===== config.mk =====
export PLATFORM = sky130hd
export DESIGN_NAME = sum_accum
export DESIGN_NICKNAME = d
export VERILOG_FILES = /design/src/rtl/sum_accum_pkg.sv /design/src/rtl/sum_accum_add.sv /design/src/rtl/sum_accum.sv
export SDC_FILE = /design/constraint.sdc
export NUM_CORES = 1
export LEC_CHECK = 0
export CORE_MARGIN = 1.5
export CORE_UTILIZATION = 45
export DETAILED_ROUTE_END_ITERATION = 8
export PLACE_DENSITY = 0.69
export SKIP_CTS_REPAIR_TIMING = 1
export SYNTH_ARGS = -nofsm -noshare
export SYNTH_HDL_FRONTEND = slang
export SYNTH_HIERARCHICAL = 1
export SYNTH_SLANG_ARGS = --single-unit

===== constraint.sdc =====
create_clock -name clk -period 5.9 [get_ports clk]
set_input_delay 0.59 -clock clk [delete_from_list [all_inputs] [get_ports clk]]
set_output_delay 0.59 -clock clk [all_outputs]
set_load 0.005 [all_outputs]

===== src/rtl/sum_accum_pkg.sv =====
// Shared types and default sizing for the sum_accum frame accumulator.
// Optional macro SUM_ACCUM_SAT_EN selects saturating arithmetic in sum_accum_add.
package sum_accum_pkg;

  typedef enum logic [1:0] {
    IDLE  = 2'd0,
    ACCUM = 2'd1,
    HOLD  = 2'd2
  } state_t;

  localparam int unsigned SUM_ACCUM_DATA_W = 8;
  localparam int unsigned SUM_ACCUM_ACC_W  = 10;
  localparam int unsigned SUM_ACCUM_COUNT  = 4;

endpackage


===== src/rtl/sum_accum_add.sv =====
// Combinational accumulate step: acc + zero-extended in_data with carry-out.
// Macro SUM_ACCUM_SAT_EN: defined clamps to all-ones on carry, undefined wraps.
module sum_accum_add
  import sum_accum_pkg::*;
#(
  parameter int unsigned DATA_W = SUM_ACCUM_DATA_W,
  parameter int unsigned ACC_W  = SUM_ACCUM_ACC_W
) (
  input  logic [ACC_W-1:0]  acc,
  input  logic [DATA_W-1:0] in_data,
  output logic [ACC_W-1:0]  next_acc,
  output logic              carry
);

  logic [ACC_W:0] sum;

  assign sum   = {1'b0, acc} + (ACC_W+1)'(in_data);
  assign carry = sum[ACC_W];

`ifdef SUM_ACCUM_SAT_EN
  // Once clamped, adding any non-zero sample carries again, so the value sticks.
  assign next_acc = carry ? '1 : sum[ACC_W-1:0];
`else
  assign next_acc = sum[ACC_W-1:0];
`endif

endmodule


===== src/rtl/sum_accum.sv =====
// Frame accumulator: sums COUNT accepted samples and holds the result until taken.
// Overflow arithmetic is selected in sum_accum_add by macro SUM_ACCUM_SAT_EN.
module sum_accum
  import sum_accum_pkg::*;
#(
  parameter int unsigned DATA_W = SUM_ACCUM_DATA_W,
  parameter int unsigned ACC_W  = SUM_ACCUM_ACC_W,
  parameter int unsigned COUNT  = SUM_ACCUM_COUNT,
  parameter int unsigned CNT_W  = 3
) (
  input  logic              clk,
  input  logic              rst_n,
  input  logic              clr,
  input  logic              in_valid,
  output logic              in_ready,
  input  logic [DATA_W-1:0] in_data,
  output logic              out_valid,
  input  logic              out_ready,
  output logic [ACC_W-1:0]  out_data,
  output logic              out_ovf,
  output logic [7:0]        frames
);

  state_t            state_q, state_d;
  logic [ACC_W-1:0]  acc_q, acc_d;
  logic [CNT_W-1:0]  cnt_q, cnt_d;
  logic              ovf_q, ovf_d;
  logic [ACC_W-1:0]  out_data_q, out_data_d;
  logic              out_ovf_q, out_ovf_d;
  logic [7:0]        frames_q, frames_d;

  logic              accept;
  logic              last;
  logic              carry;
  logic [ACC_W-1:0]  add_base;
  logic [ACC_W-1:0]  add_sum;

  assign in_ready = rst_n & ~clr & (state_q != HOLD);
  assign accept   = in_valid & in_ready;
  // A new frame starts from zero regardless of the stale accumulator.
  assign add_base = (state_q == IDLE) ? '0 : acc_q;
  assign last     = ((cnt_q + CNT_W'(1)) == CNT_W'(COUNT));

  sum_accum_add #(
    .DATA_W (DATA_W),
    .ACC_W  (ACC_W)
  ) u_add (
    .acc      (add_base),
    .in_data  (in_data),
    .next_acc (add_sum),
    .carry    (carry)
  );

  always_comb begin
    state_d    = state_q;
    acc_d      = acc_q;
    cnt_d      = cnt_q;
    ovf_d      = ovf_q;
    out_data_d = out_data_q;
    out_ovf_d  = out_ovf_q;
    frames_d   = frames_q;
    if (clr) begin
      state_d = IDLE;
      acc_d   = '0;
      cnt_d   = '0;
      ovf_d   = 1'b0;
    end else begin
      unique case (state_q)
        IDLE, ACCUM: begin
          if (accept) begin
            acc_d = add_sum;
            cnt_d = cnt_q + CNT_W'(1);
            ovf_d = ((state_q == ACCUM) & ovf_q) | carry;
            if (last) begin
              state_d    = HOLD;
              out_data_d = add_sum;
              out_ovf_d  = ovf_d;
            end else begin
              state_d = ACCUM;
            end
          end
        end
        HOLD: begin
          if (out_ready) begin
            state_d  = IDLE;
            acc_d    = '0;
            cnt_d    = '0;
            ovf_d    = 1'b0;
            frames_d = frames_q + 8'd1;
          end
        end
        default: state_d = IDLE;
      endcase
    end
  end

  always_ff @(posedge clk or negedge rst_n) begin
    if (!rst_n) begin
      state_q    <= IDLE;
      acc_q      <= '0;
      cnt_q      <= '0;
      ovf_q      <= 1'b0;
      out_data_q <= '0;
      out_ovf_q  <= 1'b0;
      frames_q   <= '0;
    end else begin
      state_q    <= state_d;
      acc_q      <= acc_d;
      cnt_q      <= cnt_d;
      ovf_q      <= ovf_d;
      out_data_q <= out_data_d;
      out_ovf_q  <= out_ovf_d;
      frames_q   <= frames_d;
    end
  end

  assign out_valid = (state_q == HOLD);
  assign out_data  = out_data_q;
  assign out_ovf   = out_ovf_q;
  assign frames    = frames_q;

endmodule


== Word-level counts from Yosys, hierarchy flattened ==
Cells that the tools add are included.
Operators by class
  $add $sub $neg: 3
  equal/unequal tests: 6
  mux-type cells: 18
  bitwise operators: 6
  reduce and logical (&&, ||, !) cells: 7
Operators by type and width (number)
  two-way mux 10 bit: 4
  case mux 10 bit (2 select lines): 1
  adder 10 x 8 -> 11 bit: 1
  two-way mux 3 bit: 3
  adder 8 x 1 -> 8 bit (second input constant): 1
  two-way mux 2 bit: 4
  case mux 3 bit (2 select lines): 1
  AND reduction 3 bit: 2
  bitwise AND 1 bit: 4
  case mux 2 bit (2 select lines): 1
  AND reduction 4 bit: 1
  adder 3 x 1 -> 3 bit (second input constant): 1
  == test 3 bit (second input constant): 1
  two-way mux 1 bit: 3
  != test 3 x 2 -> 1 bit (second input constant): 1
  != test 3 bit (second input constant): 1
  nonzero test 3 bit: 1
  == test 2 x 1 -> 1 bit (second input constant): 1
  == test 2 bit (second input constant): 1
  zero test 2 bit: 1
  != test 2 bit (second input constant): 1
  case mux 1 bit (2 select lines): 1
  AND reduction 2 bit: 1
  OR reduction 2 bit: 1
  2 further kinds: 2
Word-level totals
  register bits: 35
  word-level logic and storage cells: 47

== Longest topological paths before layout ==
  depth after elaboration: 7
  mapped depth: 11
  depth with buffers taken out: 11

== Hierarchy ==
The synthesis kept the hierarchy.
By module, submodules not included
  sum_accum: instances 1, cells each 115, area each 1569.0 sq um, seq. area each 875.8 sq um
  sum_accum_add: instances 1, cells each 61, area each 435.4 sq um, seq. area each 0.0 sq um

== Worst setup path before layout ==
No wires, ideal clock.
  path kind: register -> register
  from: register state_q[0]
  to: register out_ovf_q, in the netlist out_ovf
  setup time: 0.125 ns
  arrival: 2.259 ns
  required time: 5.775 ns
  path slack: 3.516 ns
  stages on the path, launching flop included: 10
  clock period less this slack: 2.384 ns
  path through: dfrtp_1 nor2_1 nor2b_1 ha_1 a21o_1 a21o_1 o21ai_0 a211oi_1 a31o_2 mux2_4
On the way
  cells in the longest elaborated chain, start to end: 4
  elaborated cells on any way between the ends: 11
Ends and longest elaborated chain
  from (decl): RTL line sum_accum.sv:24  | state_t state_q, state_d;
  from (signal assigned): RTL line sum_accum.sv:107  | state_q <= state_d;
  zero test 2 bit: RTL line sum_accum.sv:41  | assign add_base = (state_q == IDLE) ? '0 : acc_q;
  two-way mux 10 bit: RTL line sum_accum.sv:41
  via add_base[4]: RTL line sum_accum.sv:35  | logic [ACC_W-1:0] add_base;
  adder 10 x 8 -> 11 bit: RTL line sum_accum_add.sv:17  | assign sum = {1'b0, acc} + (ACC_W+1)'(in_data);
  via carry: RTL line sum_accum.sv:34  | logic carry;
  OR 1 bit: RTL line sum_accum.sv:73  | ovf_d = ((state_q == ACCUM) & ovf_q) | carry;
  to (signal assigned): RTL line sum_accum.sv:112  | out_ovf_q <= out_ovf_d;
  to (decl): RTL line sum_accum.sv:29  | logic out_ovf_q, out_ovf_d;
The timed path passes the listed nets, and every way through them passes these cells.
A chain may end at the register's enable or synchronous reset.

== Worst setup path after layout ==
  from: register state_q[0]
  to: register out_data_q[7], in the netlist out_data[7]
On the way
  elaborated cells on any way between the ends: 9
RTL lines
  zero test 2 bit: RTL line sum_accum.sv:41
  two-way mux 10 bit: RTL line sum_accum.sv:41
  via add_base[4]: RTL line sum_accum.sv:35
  adder 10 x 8 -> 11 bit: RTL line sum_accum_add.sv:17
  via add_sum[7]: RTL line sum_accum.sv:36  | logic [ACC_W-1:0] add_sum;
  to (signal assigned): RTL line sum_accum.sv:111  | out_data_q <= out_data_d;
  to (decl): RTL line sum_accum.sv:28  | logic [ACC_W-1:0] out_data_q, out_data_d;
The timed path passes the listed nets, and every way through them passes these cells.

==> metrics.md <==
| Metric | Value |
|---|---|
| Tcrit/Tclk final | 49.3% |
| Final count of hold timing violations | 0 |
| Peak supply drop | ~0.17 mV |
| Post-DP HPWL | 3.06 mm |
| Top cell types by occurrence after synthesis | 35 x dfrtp_1, 12 x a22o_1, 11 x ha_1, 11 x inv_1 |
| Ys async rst share | 100% |
| Simple-Gate Fraction of Synth Area | around 15% |
| Worst-margin pin slew | about 760 ps |
| Met2 routed WL | ~2 mm |
| Die width | about 70 microns |
| Min-Delay Path Class | reg2reg |
| H-tree Lvls | 2 |
| Syn Area/Cell | ~11 sq um |
| Pins Over Slew Limit | 0 |
| Req. time, crit path | 6080 ps |
| Post-route DRC | 0 |
| Synthesis-to-layout area growth | 22.8% |
| Post-Synth Adder-Cell Area | under 10% |
| Ports | 34 |
| Main combinational cell family by area after synthesis | compound AO/OA/AOI/OAI gates |
| Synth warn | 6 |
| Most frequent cell after synthesis | dfrtp_1 |
| Setup TNS | 0 ps |
| I/O Buffers | 33 |
| Clock tree root driver cell | clkbuf_8 |
| CP max stage delay | approximately 620 ps |
| Design area | approximately 2500 sq um |
| Vias/cell | around 5.5 |
| Dominant synthesized flop cell | dfrtp_1 |
| Top sig layer | met4 |
| Seq/Total Area, Yosys | roughly 44% |
| DRT iter0 DRCs | between 70 and 80 |
| XOR/XNOR share of the synthesized area | under 10% |
| Core Region | 4320 sq um |
| Register bit total from synthesis | 35 |
| Leading area contributor after synthesis | dfrtp_1 |
| Core Util, Final | 56.9% |
| Post-Syn Nets | roughly 200 |
| Achievable clock frequency | 344 MHz |
| GRT overflow | 0 |
| Global-route wire length before repair | roughly 7 mm |
| CTS tree | done |
| WS Path Type | reg2reg |
| Post-DRT Antenna Nets | 0 |
| Max FO, Critical Path | 10 |
| Post-Syn Area | roughly 2000 sq um |
| Clk sink count | 35 |
| Max Cap Viol | 0 |
| # diodes | 0 |
| Worst-Skew Late Latency | 290 ps |
| Final setup margin | between 2000 and 3000 ps |
| Initial antenna violation count | 0 |
| Clk slew on worst S/H paths | 70 ps |
| Setup crit end kind | register |
| Detailed Route WL | between 4 and 5 mm |
| Vias in the first global route | ~1500 |
| Most area-consuming cells after synthesis | dfrtp_1 44%, ha_1 6.9%, mux2_4 6.7%, a22o_1 5.2%, xnor2_1 3.5% |
| Mux contribution to synthesized area | under 10% |
| Post-synth top area share | about 44% |
| Die ar. | 4860 sq um |
| Dpl cell area | 2380 sq um |
| Pin count of the biggest net entering global routing | 39 |
| Leakage | around 0.0012 uW |
| Finish-stage setup viols | 0 |
| Vert. Die Dim | between 60 and 70 microns |
| Nets | around 240 |
| Met1 WL | 1.97 mm |
| Fraction of layout instances using a drive strength above 1 | 12.6% |
| Initial Util | 46.4% |
| Drt wl/cell | between 15 and 20 microns |
| Post-synth EDFFs | 0 |
| Area fraction in compound gates after synthesis | 15.7% |
| Cell variety after synth | 47 |
| CP arrival | roughly 3000 ps |
| CTS Buf Count | 5 |
| Dpl ws | ~2900 ps |
| All-Layer GR Usage | about 19% |
| Status | completed |
| # rows | 24 |
| DR vias | 1468 |
| Max Buffers Root-to-Sink | 2 |
| RSZ-0062 raised after global routing | false |
| DRT Pass-1 Iters | 4 |
| Final GP Congestion | between 0.7 and 0.8 |
| CP cell instances | nor2_1 > nor2b_1 > ha_1 > a21o_1 > a31oi_1 > a211o_1 > o2111ai_1 > mux2_4 |
| CP Launch Type | register |
| Clock Skew | about 8.0 ps |
| PwrDens | 186 nW/um^2 |
| Cell count after synthesis | between 150 and 200 |
| Period minus WS final | 2910 ps |
| Met3 WL post-DR | roughly 210 microns |
| Rel. slew slack | 48.8% |
| CP max stage cell | nor2_1 |
[worst paths after layout]
check                                          endpoint                    from  slack, ps  cells past startpoint
worst max-delay path            out_data[7]$_DFFE_PN0P_  state_q[0]$_DFFE_PN0P_       2990                      8
min in group asynchronous           out_ovf$_DFFE_PN0P_                   rst_n        720                      2
max in group asynchronous        state_q[1]$_DFFE_PN0P_                   rst_n       4850                      2
worst max register to register  out_data[7]$_DFFE_PN0P_  state_q[0]$_DFFE_PN0P_       2990                      8
worst min register to register    frames[7]$_DFFE_PN0P_   frames[7]$_DFFE_PN0P_        470                      1
worst min-delay path              frames[7]$_DFFE_PN0P_   frames[7]$_DFFE_PN0P_        470                      1
[state kept, by name, indices dropped and copies added (netlist names)]
name / cells
state_q: 2
frames: 8
cnt_q: 3
out_ovf: 1
acc_q: 10
ovf_q: 1
out_data: 10
[per-layer routing]
layer  up-vias  GRT usage, %
met3         6          5.52
met4         0          6.20
met2        40          29.0
met5         -             0
met1       706          24.7
li1        716             -
[cell type report]
| cell class | instances | area, sq um |
|---|---|---|
| well taps | 52 | 65.1 |
| clock buffers | 7 | 76.3 |
| flip-flops and latches | 35 | 876 |
| repair buffers | 34 | 338 |
| inverters | 12 | 45.0 |
| clock inverters | 1 | 5.00 |
| fillers | 375 | 1860 |
| multi-input cells | 125 | 1060 |
[logic make-up (layout without fill, tap and decap cells)]
group | after synthesis | after routing
buffers and inverters | 16 | 54
xor gates and xnor gates | 13 | 13
DFF | 35 | 35
and+or+nand+nor | 50 | 50
muxes | 12 | 12
AOI/OAI and AO/OA | 38 | 38
adders and majority gates | 12 | 12
[report_power, final]
group          switching, uW  internal [uW]  total, uW
registers               3.56            245        248
clock network           79.0           82.7        162
logic                   26.3           22.7       49.1
total                    109            350        459
[metrics by stage]
step	power (uW)	hold WS, ps	std cells
CTS	463	479	266
floorplan	279	294	176
global route	484	497	266
finish	459	475	266
global placement	299	459	258
detailed placement	301	467	258
[cells in the final DEF, fill, tap and decap left out, types with 5 or more instances in the layout]
master	count
dfrtp_1	35
clkdlybuf4s50_1	33
a22o_1	12
inv_1	11
ha_1	11
nor2b_1	10
nand2_1	10
mux2_4	9
xnor2_1	8
nand3_1	6
xor2_1	5
clkbuf_8	5
a21oi_1	5
[critical path: cells and delay by family, from the launching register on]
| kind | cells | cell delay (ps) |
|---|---|---|
| AOI/OAI and AO/OA | 4 | 970 |
| and+or+nand+nor | 2 | 730 |
| DFF | 1 | 430 |
| adders and majority gates | 1 | 370 |
| muxes | 1 | 300 |
Power figures use the tool's default switching activity.
==> RTL edit (same flow settings) <==
Reset style: synchronous (`rst_n`), changed in one clocked block.
--- a/src/rtl/sum_accum.sv
+++ b/src/rtl/sum_accum.sv
@@ -94,7 +94,7 @@
     end
   end
 
-  always_ff @(posedge clk or negedge rst_n) begin
+  always_ff @(posedge clk) begin
     if (!rst_n) begin
       state_q    <= IDLE;
       acc_q      <= '0;
Behaviour: not the same (Yosys sat finds a counterexample within 10 cycles, from zero or initial values and one cycle with rst_n low; the reset may be asserted at any time).
==> RTL edit against the original RTL <==
- power up 1.6%
- cell count up 9.8%
- area after synthesis is 6.4% lower
- design area down 5.7%
- count of clock-buffer cells in the layout increased by 1
- global-route usage is 0.89 points lower
- critical path depth shrank 4
- critical path type is now in -> out
- routed wire length down 12%
- largest power group unchanged
- first-iteration DRC count fell by 31%
- register-to-register slack improved by 0.25 ns
- combinational power is 26% lower
- non-clock buffer count did not move
- setup slack got worse by 0.085 ns
- sequential cell count unchanged
==> RTL edit: results (changes against the original RTL) <==
* Vias in the first global route at 1,348 (-10%)
* Initial antenna violation count at 0 (unchanged)
* Commonest cells post-synth: 35 x dfxtp_1, 28 x nand2_1, 15 x nand3_1
* Fillers at 379 (+1.1%)
* Leading post-synthesis cells by cell area: dfxtp_1 37%, ha_1 7.3%, nand2_1 5.6%
* Dpl hpwl at 2640 microns (-14%)
* Pre-CTS WS at 2.89 ns (+0.0239 ns)
* Sequential share of the synthesized area at 0.373 (-0.0636)
* Worst setup path start: rst_n
* Via density at 5.21 (-5.6%)
* Main flop type after synthesis: dfxtp_1
* Clk_lat worst skew at 0.28 ns
* Ratio of cells with drive above 1 in the final layout at 0.0702 (-0.0559)
* Antenna fix cells at 0 (unchanged)
* Hold Crit Endpoint: ovf_q
* Reg2reg start: state_q[1]
* Peak VDD IR at 128 uV (-27%)
* Post-DP Area at 0.00222 sq mm (-6.7%)
* Worst path arrival time at 2.41 ns (-0.68 ns)
* Post-synthesis mux area share at 0.0113 (-0.0729)
* Warnings from Yosys at 6 (unchanged)
* DRT iter0 DRCs at 49 (-31%)
* Adder-Cell Fraction of Synth Area at 0.0840 (+0.00535)
* Hold_sp: ovf_q
* Nets at 266 (+12%)
* Final Skew at 0.00545 ns (-0.00251 ns)
* WHS Path Cells at 2 (+1)
* CTS H-tree lvls at 2 (unchanged)
* Yosys cell types at 41 (-13%)
* Outcome: finished, final reports clean
* Clock slew at reported path FFs at 0.07 ns (about the same)
* Total wire length at 3730 microns (-12%)
* Pleak at 0.962 nW (-17%)
* Worst slew pin tran at 0.778 ns (+0.0136 ns)
* First-pass GRT wire length at 6080 microns (-14%)
* FF-to-FF path depth at 8 (unchanged)
* IO Port Bufs at 33 (unchanged)
* GP Congestion at 0.814 (+2.8%)
* Post-Synth XOR/XNOR Area at 0.0607 (+0.00386)
* Worst-path fanout max at 21 (+11)
* R2r endpoint: acc_q[8]
* Largest net degree at the start of global routing at 22 (-44%)
* FFs w/ async S/R, synth at 0 (-1.00)
* Mapped Nets at 234 (+16%)
* R2R setup slack at 3.24 ns (+0.25 ns)
* Drt drc at 0 (unchanged)
* GRT Util Overall at 0.176 (-0.00887)
* Compound-Gate Fraction of Synth Area at 0.160 (+0.00270)
[RTL edit: cell types whose count changed in the layout (fill, tap and decap cells not counted), sizes merged, moves of 3 or more]
cell,change
and2,+6
and3,+3
dfrtp,-35
dfxtp,+35
mux2,-11
nand2,+18
nand3,+9
o21ai,+3
[RTL edit: per-layer routing]
metal  share of wire  up-vias  wire length, microns  global-route usage
met2            0.45       26                  1680               0.263
met4           0.012        0                    44              0.0536
met1            0.49      703                  1840               0.246
li1                -      788                     -                   -
met5               0        -                     0                   0
met3           0.043        5                   160              0.0483
[RTL edit: cell type report]
cell class / instances / area (sq um) / area share
clock buffer: 8 / 100 / 0.0432
inverter: 10 / 37.5 / 0.0162
multi-input combinational: 155 / 1080 / 0.466
sequential: 35 / 701 / 0.302
tap: 50 / 62.6 / 0.0270
timing repair buffer: 34 / 338 / 0.146
[RTL edit: how the worst max path moves through the flow]
stage | slack [ns] | cells after the start | to
finish | 2.90 | 4 | in_ready
floorplan | 3.70 | 8 | acc_q[8]
global route | 2.72 | 4 | in_ready
detailed placement | 2.89 | 4 | in_ready
global placement | 2.89 | 4 | in_ready
CTS | 2.87 | 4 | in_ready
[RTL edit: critical path, stage by stage]
cell,delay [ns]
clkdlybuf4s50_1,0.89
nand2b_1,0.28
nor2_1,0.14
clkdlybuf4s50_1,0.51
[RTL edit: report_power, final]
group / total [W] / switching [W] / leakage (nW) / internal, W
Clock: 0.000189 / 0.0000827 / 0.0515 / 0.000107
Sequential: 0.000241 / 0.00000164 / 0.283 / 0.000239
Combinational: 0.0000365 / 0.0000182 / 0.627 / 0.0000183
[RTL edit: metrics by stage]
step                hold WS [ns]  utilization  cells
floorplan                  0.423            -    209
global placement           0.434        0.555    284
detailed placement         0.437        0.555    284
CTS                        0.448        0.580    292
global route               0.484        0.580    292
finish                     0.447        0.580    292
